<file path="src/rtl/gpr_pkg.sv">
// Types and constants shared by the GPR file, the hazard unit and the
// write-back arbiter.
package gpr_pkg;

   localparam int REG_W  = 5;
   localparam int DATA_W = 32;

   localparam logic [REG_W-1:0] ZERO_REG = '0;

   // One pending register write: destination index plus result data.
   typedef struct packed {
      logic [REG_W-1:0]  idx;
      logic [DATA_W-1:0] data;
   } wb_req_t;

endpackage

</file>
<file path="src/rtl/gpr_writeback_arbiter_wb_fifo.sv">
// Synchronous in-order FIFO of write-back requests. Push is ignored when
// full and pop is ignored when empty. The head entry is visible on dout
// without a pop.
module wb_fifo
   import gpr_pkg::*;
#(
   parameter int DEPTH = 4
) (
   input  logic                     clk,
   input  logic                     rst_n,
   input  logic                     push,
   input  wb_req_t                  din,
   input  logic                     pop,
   output wb_req_t                  dout,
   output logic [$clog2(DEPTH):0]   count,
   output logic                     full,
   output logic                     empty
);

   localparam int AW = $clog2(DEPTH);
   localparam int CW = AW + 1;

   wb_req_t         mem_q [DEPTH];
   wb_req_t         mem_d [DEPTH];
   logic [AW-1:0]   wr_ptr_q, wr_ptr_d;
   logic [AW-1:0]   rd_ptr_q, rd_ptr_d;
   logic [CW-1:0]   count_q, count_d;
   logic            do_push;
   logic            do_pop;

   assign full  = (count_q == CW'(DEPTH));
   assign empty = (count_q == '0);
   assign count = count_q;
   assign dout  = mem_q[rd_ptr_q];

   // Next-state: write at the tail, advance pointers, track occupancy.
   always_comb begin
      mem_d    = mem_q;
      wr_ptr_d = wr_ptr_q;
      rd_ptr_d = rd_ptr_q;
      count_d  = count_q;
      do_push  = push && !full;
      do_pop   = pop && !empty;
      if (do_push) begin
         mem_d[wr_ptr_q] = din;
         wr_ptr_d        = wr_ptr_q + AW'(1);
      end
      if (do_pop) begin
         rd_ptr_d = rd_ptr_q + AW'(1);
      end
      if (do_push && !do_pop) begin
         count_d = count_q + CW'(1);
      end else if (do_pop && !do_push) begin
         count_d = count_q - CW'(1);
      end
   end

   // State registers; reset empties the queue.
   always_ff @(posedge clk or negedge rst_n) begin
      if (!rst_n) begin
         for (int i = 0; i < DEPTH; i++) begin
            mem_q[i] <= '0;
         end
         wr_ptr_q <= '0;
         rd_ptr_q <= '0;
         count_q  <= '0;
      end else begin
         mem_q    <= mem_d;
         wr_ptr_q <= wr_ptr_d;
         rd_ptr_q <= rd_ptr_d;
         count_q  <= count_d;
      end
   end

endmodule

</file>
<file path="src/rtl/gpr_writeback_arbiter.sv">
// Merges ALU and load results onto the single GPR write port. Loads cannot
// be stalled and always take the port; ALU results queue in a FIFO and
// drain when no load is returning. Also tracks which GPRs have loads in
// flight so the hazard unit can stall dependent instructions.
//
// ALU handshake: a result transfers on a cycle where alu_valid and
// alu_ready are both high. alu_ready depends only on registered occupancy,
// so a full FIFO refuses data even in a cycle where it pops.
module gpr_writeback_arbiter
#(
   parameter int DEPTH  = 4,
   parameter int DATA_W = gpr_pkg::DATA_W,
   parameter int REG_W  = gpr_pkg::REG_W
) (
   input  logic                    clk,
   input  logic                    rst,
   input  logic                    alu_valid,
   output logic                    alu_ready,
   input  logic [REG_W-1:0]        alu_reg,
   input  logic [DATA_W-1:0]       alu_data,
   input  logic                    ld_valid,
   input  logic [REG_W-1:0]        ld_reg,
   input  logic [DATA_W-1:0]       ld_data,
   input  logic                    ld_issue,
   input  logic [REG_W-1:0]        ld_issue_reg,
   output logic                    RegWrite,
   output logic [REG_W-1:0]        WriteRegister,
   output logic [DATA_W-1:0]       WriteData,
   output logic [31:0]             pending,
   output logic [$clog2(DEPTH):0]  q_count,
   output logic                    err
);

   import gpr_pkg::*;

   wb_req_t              fifo_din;
   wb_req_t              fifo_head;
   logic                 fifo_push;
   logic                 fifo_pop;
   logic                 fifo_full;
   logic                 fifo_empty;

   logic                 reg_write_q, reg_write_d;
   logic [REG_W-1:0]     write_register_q, write_register_d;
   logic [DATA_W-1:0]    write_data_q, write_data_d;
   logic [31:0]          pending_q, pending_d;
   logic                 err_q, err_d;

   assign alu_ready      = !fifo_full;
   assign fifo_din.idx   = alu_reg;
   assign fifo_din.data  = alu_data;
   // Writes to r0 complete the handshake but are dropped here.
   assign fifo_push      = alu_valid && alu_ready && (alu_reg != ZERO_REG);
   // A returning load owns the port, even when it targets r0.
   assign fifo_pop       = !ld_valid && !fifo_empty;

   wb_fifo #(.DEPTH(DEPTH)) u_fifo (
      .clk   (clk),
      .rst_n (rst),
      .push  (fifo_push),
      .din   (fifo_din),
      .pop   (fifo_pop),
      .dout  (fifo_head),
      .count (q_count),
      .full  (fifo_full),
      .empty (fifo_empty)
   );

   // Port selection, scoreboard update and sticky protocol error.
   always_comb begin
      reg_write_d      = 1'b0;
      write_register_d = write_register_q;
      write_data_d     = write_data_q;
      pending_d        = pending_q;
      err_d            = err_q;

      if (ld_valid) begin
         if (ld_reg != ZERO_REG) begin
            reg_write_d      = 1'b1;
            write_register_d = ld_reg;
            write_data_d     = ld_data;
            if (!pending_q[ld_reg]) begin
               err_d = 1'b1;
            end
         end
         pending_d[ld_reg] = 1'b0;
      end else if (fifo_pop) begin
         reg_write_d      = 1'b1;
         write_register_d = fifo_head.idx;
         write_data_d     = fifo_head.data;
      end

      // Set after clear so a same-cycle issue keeps the bit high.
      if (ld_issue && (ld_issue_reg != ZERO_REG)) begin
         pending_d[ld_issue_reg] = 1'b1;
      end
      pending_d[0] = 1'b0;
   end

   // Write-port and scoreboard registers.
   always_ff @(posedge clk or negedge rst) begin
      if (!rst) begin
         reg_write_q      <= 1'b0;
         write_register_q <= '0;
         write_data_q     <= '0;
         pending_q        <= '0;
         err_q            <= 1'b0;
      end else begin
         reg_write_q      <= reg_write_d;
         write_register_q <= write_register_d;
         write_data_q     <= write_data_d;
         pending_q        <= pending_d;
         err_q            <= err_d;
      end
   end

   assign RegWrite      = reg_write_q;
   assign WriteRegister = write_register_q;
   assign WriteData     = write_data_q;
   assign pending       = pending_q;
   assign err           = err_q;

endmodule

</file>
<file path="config.mk">
export PLATFORM = sky130hd
export DESIGN_NAME = gpr_writeback_arbiter
export DESIGN_NICKNAME = d
export VERILOG_FILES = /design/src/rtl/gpr_pkg.sv /design/src/rtl/gpr_writeback_arbiter_wb_fifo.sv /design/src/rtl/gpr_writeback_arbiter.sv
export SDC_FILE = /design/constraint.sdc
export NUM_CORES = 1
export LEC_CHECK = 0
export ABC_AREA = 1
export CORE_ASPECT_RATIO = 1.2
export CORE_MARGIN = 10
export CORE_UTILIZATION = 43
export CTS_CLUSTER_SIZE = 14
export DETAILED_ROUTE_END_ITERATION = 10
export PLACE_DENSITY = 0.68
export SLEW_MARGIN = 20
export SYNTH_ARGS = -nofsm -noshare
export SYNTH_HDL_FRONTEND = slang
export SYNTH_HIERARCHICAL = 1
export SYNTH_SLANG_ARGS = --single-unit
</file>
<file path="constraint.sdc">
create_clock -name clk -period 2.6 [get_ports clk]
set_clock_uncertainty 0.15 [all_clocks]
set_input_delay 0.26 -clock clk [delete_from_list [all_inputs] [get_ports clk]]
set_output_delay 0.26 -clock clk [all_outputs]
set_load 0.01 [all_outputs]
</file>
==> results.toml <==
[global_routing]
grt_pass1_vias = 9992
antenna_found_initial = 1
grt_pass1_wl_um = 54500
grt_usage = 0.196
overflow = 0
grt_max_degree = 69

[clocking]
clk_latency_ns = 0.52
cts_post_setup_buffers_inserted = 0
clk_pin_slew_ns = 0.06
tritoncts = "built"
htreeDepth = 1
cts_made_buffers = 24
clk_path_buf_depth = 3
cts_root_buf = "clkbuf_16"
cts_sinks = 225

[synthesis]
async_flop_share = 1.00
synth_fa_ha_area_frac = 0.00739
synth_cells = 1362
synth_compound_area_frac = 0.101
synth_nets = 1452
synth-simple-area-share = 0.293
synthTopCellsByArea = "dfrtp_1 (50%), nand2_1 (13%), nand4_1 (8.3%)"
synth-edff-count = 0
synthesis.area_um2 = 11200
ys_seq_area_frac = 0.504
ys_types = 27
synth_top_cells_by_count = "nand2_1 (398), dfrtp_1 (225), o21ai_0 (163), nor2_1 (154), nand4_1 (149)"
synth.largest_area_cell = "dfrtp_1"
synth_xor_area_frac = 0.000783
synth_seq_cells = 225
synth_mux_area_frac = 0.0295
synth_top_area_share = 0.504
synth_warnings = 6
syn_avg_cell_area_um2 = 8.21
synth_top_family_by_area = "simple AND/OR/NAND/NOR gates"
synthFlopType = "dfrtp_1"
yosysMostFrequentCell = "nand2_1"

[layout]
finish.instance_area_um2 = 13900
fillers = 2343
layout-drive-gt1-share = 0.0823
area_delta_synth_final_pct = 24.5
final_nets = 1579
fin_util = 0.545

[worst_setup_path]
cp.required_ns = 2.85
cpMostUsedCell = "nand2_1"
criticalPathCategory = "flip-flop to flip-flop"
critical_path.top_delay_family = "simple AND/OR/NAND/NOR gates"
path_max_fanout = 4
cpMaxStageDelayCell = "dfrtp_2"
path_cells = "nor2_1, nand2_1, inv_1, nor2_1, nand2_1, ha_1, inv_1, fa_1, nand2_1, nand3_1, nand2_1, nand2_1"
cp.arrival_ns = 2.61
endpoint_kind = "flip-flop"
critPathMaxStageDelay_ns = 0.44
critPathLaunchType = "flip-flop"
r2r_slack_ns = 0.24
crit_buf_inv = 2

[timing]
whs_ns = 0.144
fmax_mhz = 424
final.min_clock_period_ns = 2.36
fin_crit_sh = 0.908
hold_violations = 0
rsz0062_at_grt = "false"
layout_setup_ws_ns = 0.239
relSlewSlack = 0.530
tightest_slew_ns = 0.705
fin_tns_setup_ns = 0
drv_slew = 0
setup_viol = 0

[floorplan]
die-area_um2 = 32900
ios = 159
start_util = 0.438
die_h_um = 197
die_x_um = 167
rows = 64
core_um2 = 25500

[place]
place_area_um2 = 13100
port_buffers = 157
place.detailed.hpwl_um = 21400
gp_congestion = 0.876
pre_cts_slack_ns = 0.0891

[power_and_ir_drop]
peakVddDrop_mv = 0.613
leakage_nw = 6.60
powerDensity_nw_per_um2 = 1170

[run_status]
status = "finished clean"

[detailed_routing]
drtIter0Drc = 840
wirelength_um = 33200
vias = 10200
routed_via_density = 5.53
drc = 0
ant_nets = 0
firstDrtPassIters = 5
routedWlPerCell_um = 18.1

[hold_path]
holdCritPathClass = "input port to async pin"

[job]
drv_cap = 0
## where the power goes
| group | internal [mW] | switching [mW] |
|---|---|---|
| logic | 2.75 | 4.24 |
| clock network | 2.11 | 1.41 |
| registers | 5.01 | 0.814 |
| total | 9.87 | 6.47 |
## per-stage QoR
step / std cells / power (mW)
final: 1837 / 16.3
after global routing: 1836 / 17.6
after CTS: 1836 / 16.5
after detailed placement: 1791 / 12.9
after global placement: 1791 / 12.7
after floorplan: 1362 / 10.1
## registers in the layout, summed over array words and instances (netlist names)
register / count
u_fifo/mem_q: 148
WriteData: 32
pending: 31
WriteRegister: 5
u_fifo/count: 3
u_fifo/rd_ptr_q: 2
u_fifo/wr_ptr_q: 2
RegWrite: 1
err: 1
## layout make-up
type	count	area (µm²)	area share
sequential	225	5630	0.405
multi-input combinational	999	4850	0.349
clock inverter	10	103	0.00737
clock buffer	33	716	0.0514
antenna	1	2.50	0.000180
tap	330	413	0.0297
timing repair buffer	206	2070	0.149
inverter	33	126	0.00908
## repair_timing
item	4_1_cts	5_1_grt
hold buffers	2	0
resized for setup	0	1
endpoints found under the setup margin	0	1
endpoints found under the hold margin	65	0
## metal layers
layer	share of wire	global-route usage
met3	0.067	0.0352
met1	0.43	0.255
met4	0.025	0.0584
met2	0.48	0.326
met5	0	0
## placed cells by master (no fill, tap or decap), types with 4 or more instances in the layout
cell type / Yosys / final
a21oi_1: 25 / 25
a21oi_2: 12 / 12
buf_12: 0 / 10
buf_4: 24 / 36
clkbuf_16: 0 / 25
clkbuf_8: 0 / 6
clkdlybuf4s50_1: 0 / 155
clkinv_2: 0 / 7
dfrtp_1: 225 / 223
ha_2: 0 / 4
inv_1: 29 / 26
inv_2: 4 / 6
mux2i_1: 33 / 33
nand2_1: 398 / 397
nand3_1: 26 / 26
nand3_4: 4 / 4
nand4_1: 149 / 149
nor2_1: 154 / 154
nor3_1: 9 / 9
o21ai_0: 163 / 163
o21ai_1: 14 / 14
## cells by family (layout without fill, tap and decap cells)
family                   after synthesis  count (layout)
AO/OA/AOI/OAI                        215             215
XOR/XNOR                               1               1
adder cells (fa/ha/maj)                6               6
buffers and inverters                138             282
flip-flops                           225             225
multiplexers                          33              33
other                                  1               2
AND/OR/NAND/NOR                      743             743
## worst paths after layout
path / startpoint / end / cells past startpoint
max: u_fifo/count[0]$_DFFE_PN0P_ / u_fifo/count[2]$_DFFE_PN0P_ / 12
min reg2reg: u_fifo/mem_q[105]$_DFFE_PN0P_ / u_fifo/mem_q[105]$_DFFE_PN0P_ / 2
min in group clk: ld_data[12] / WriteData[12]$_DFFE_PN0P_ / 3
min: rst / pending[12]$_DFF_PN0_ / 2
max reg2reg: u_fifo/count[0]$_DFFE_PN0P_ / u_fifo/count[2]$_DFFE_PN0P_ / 12
max in group asynchronous: rst / u_fifo/mem_q[88]$_DFFE_PN0P_ / 3
Power figures use the tool's default switching activity.
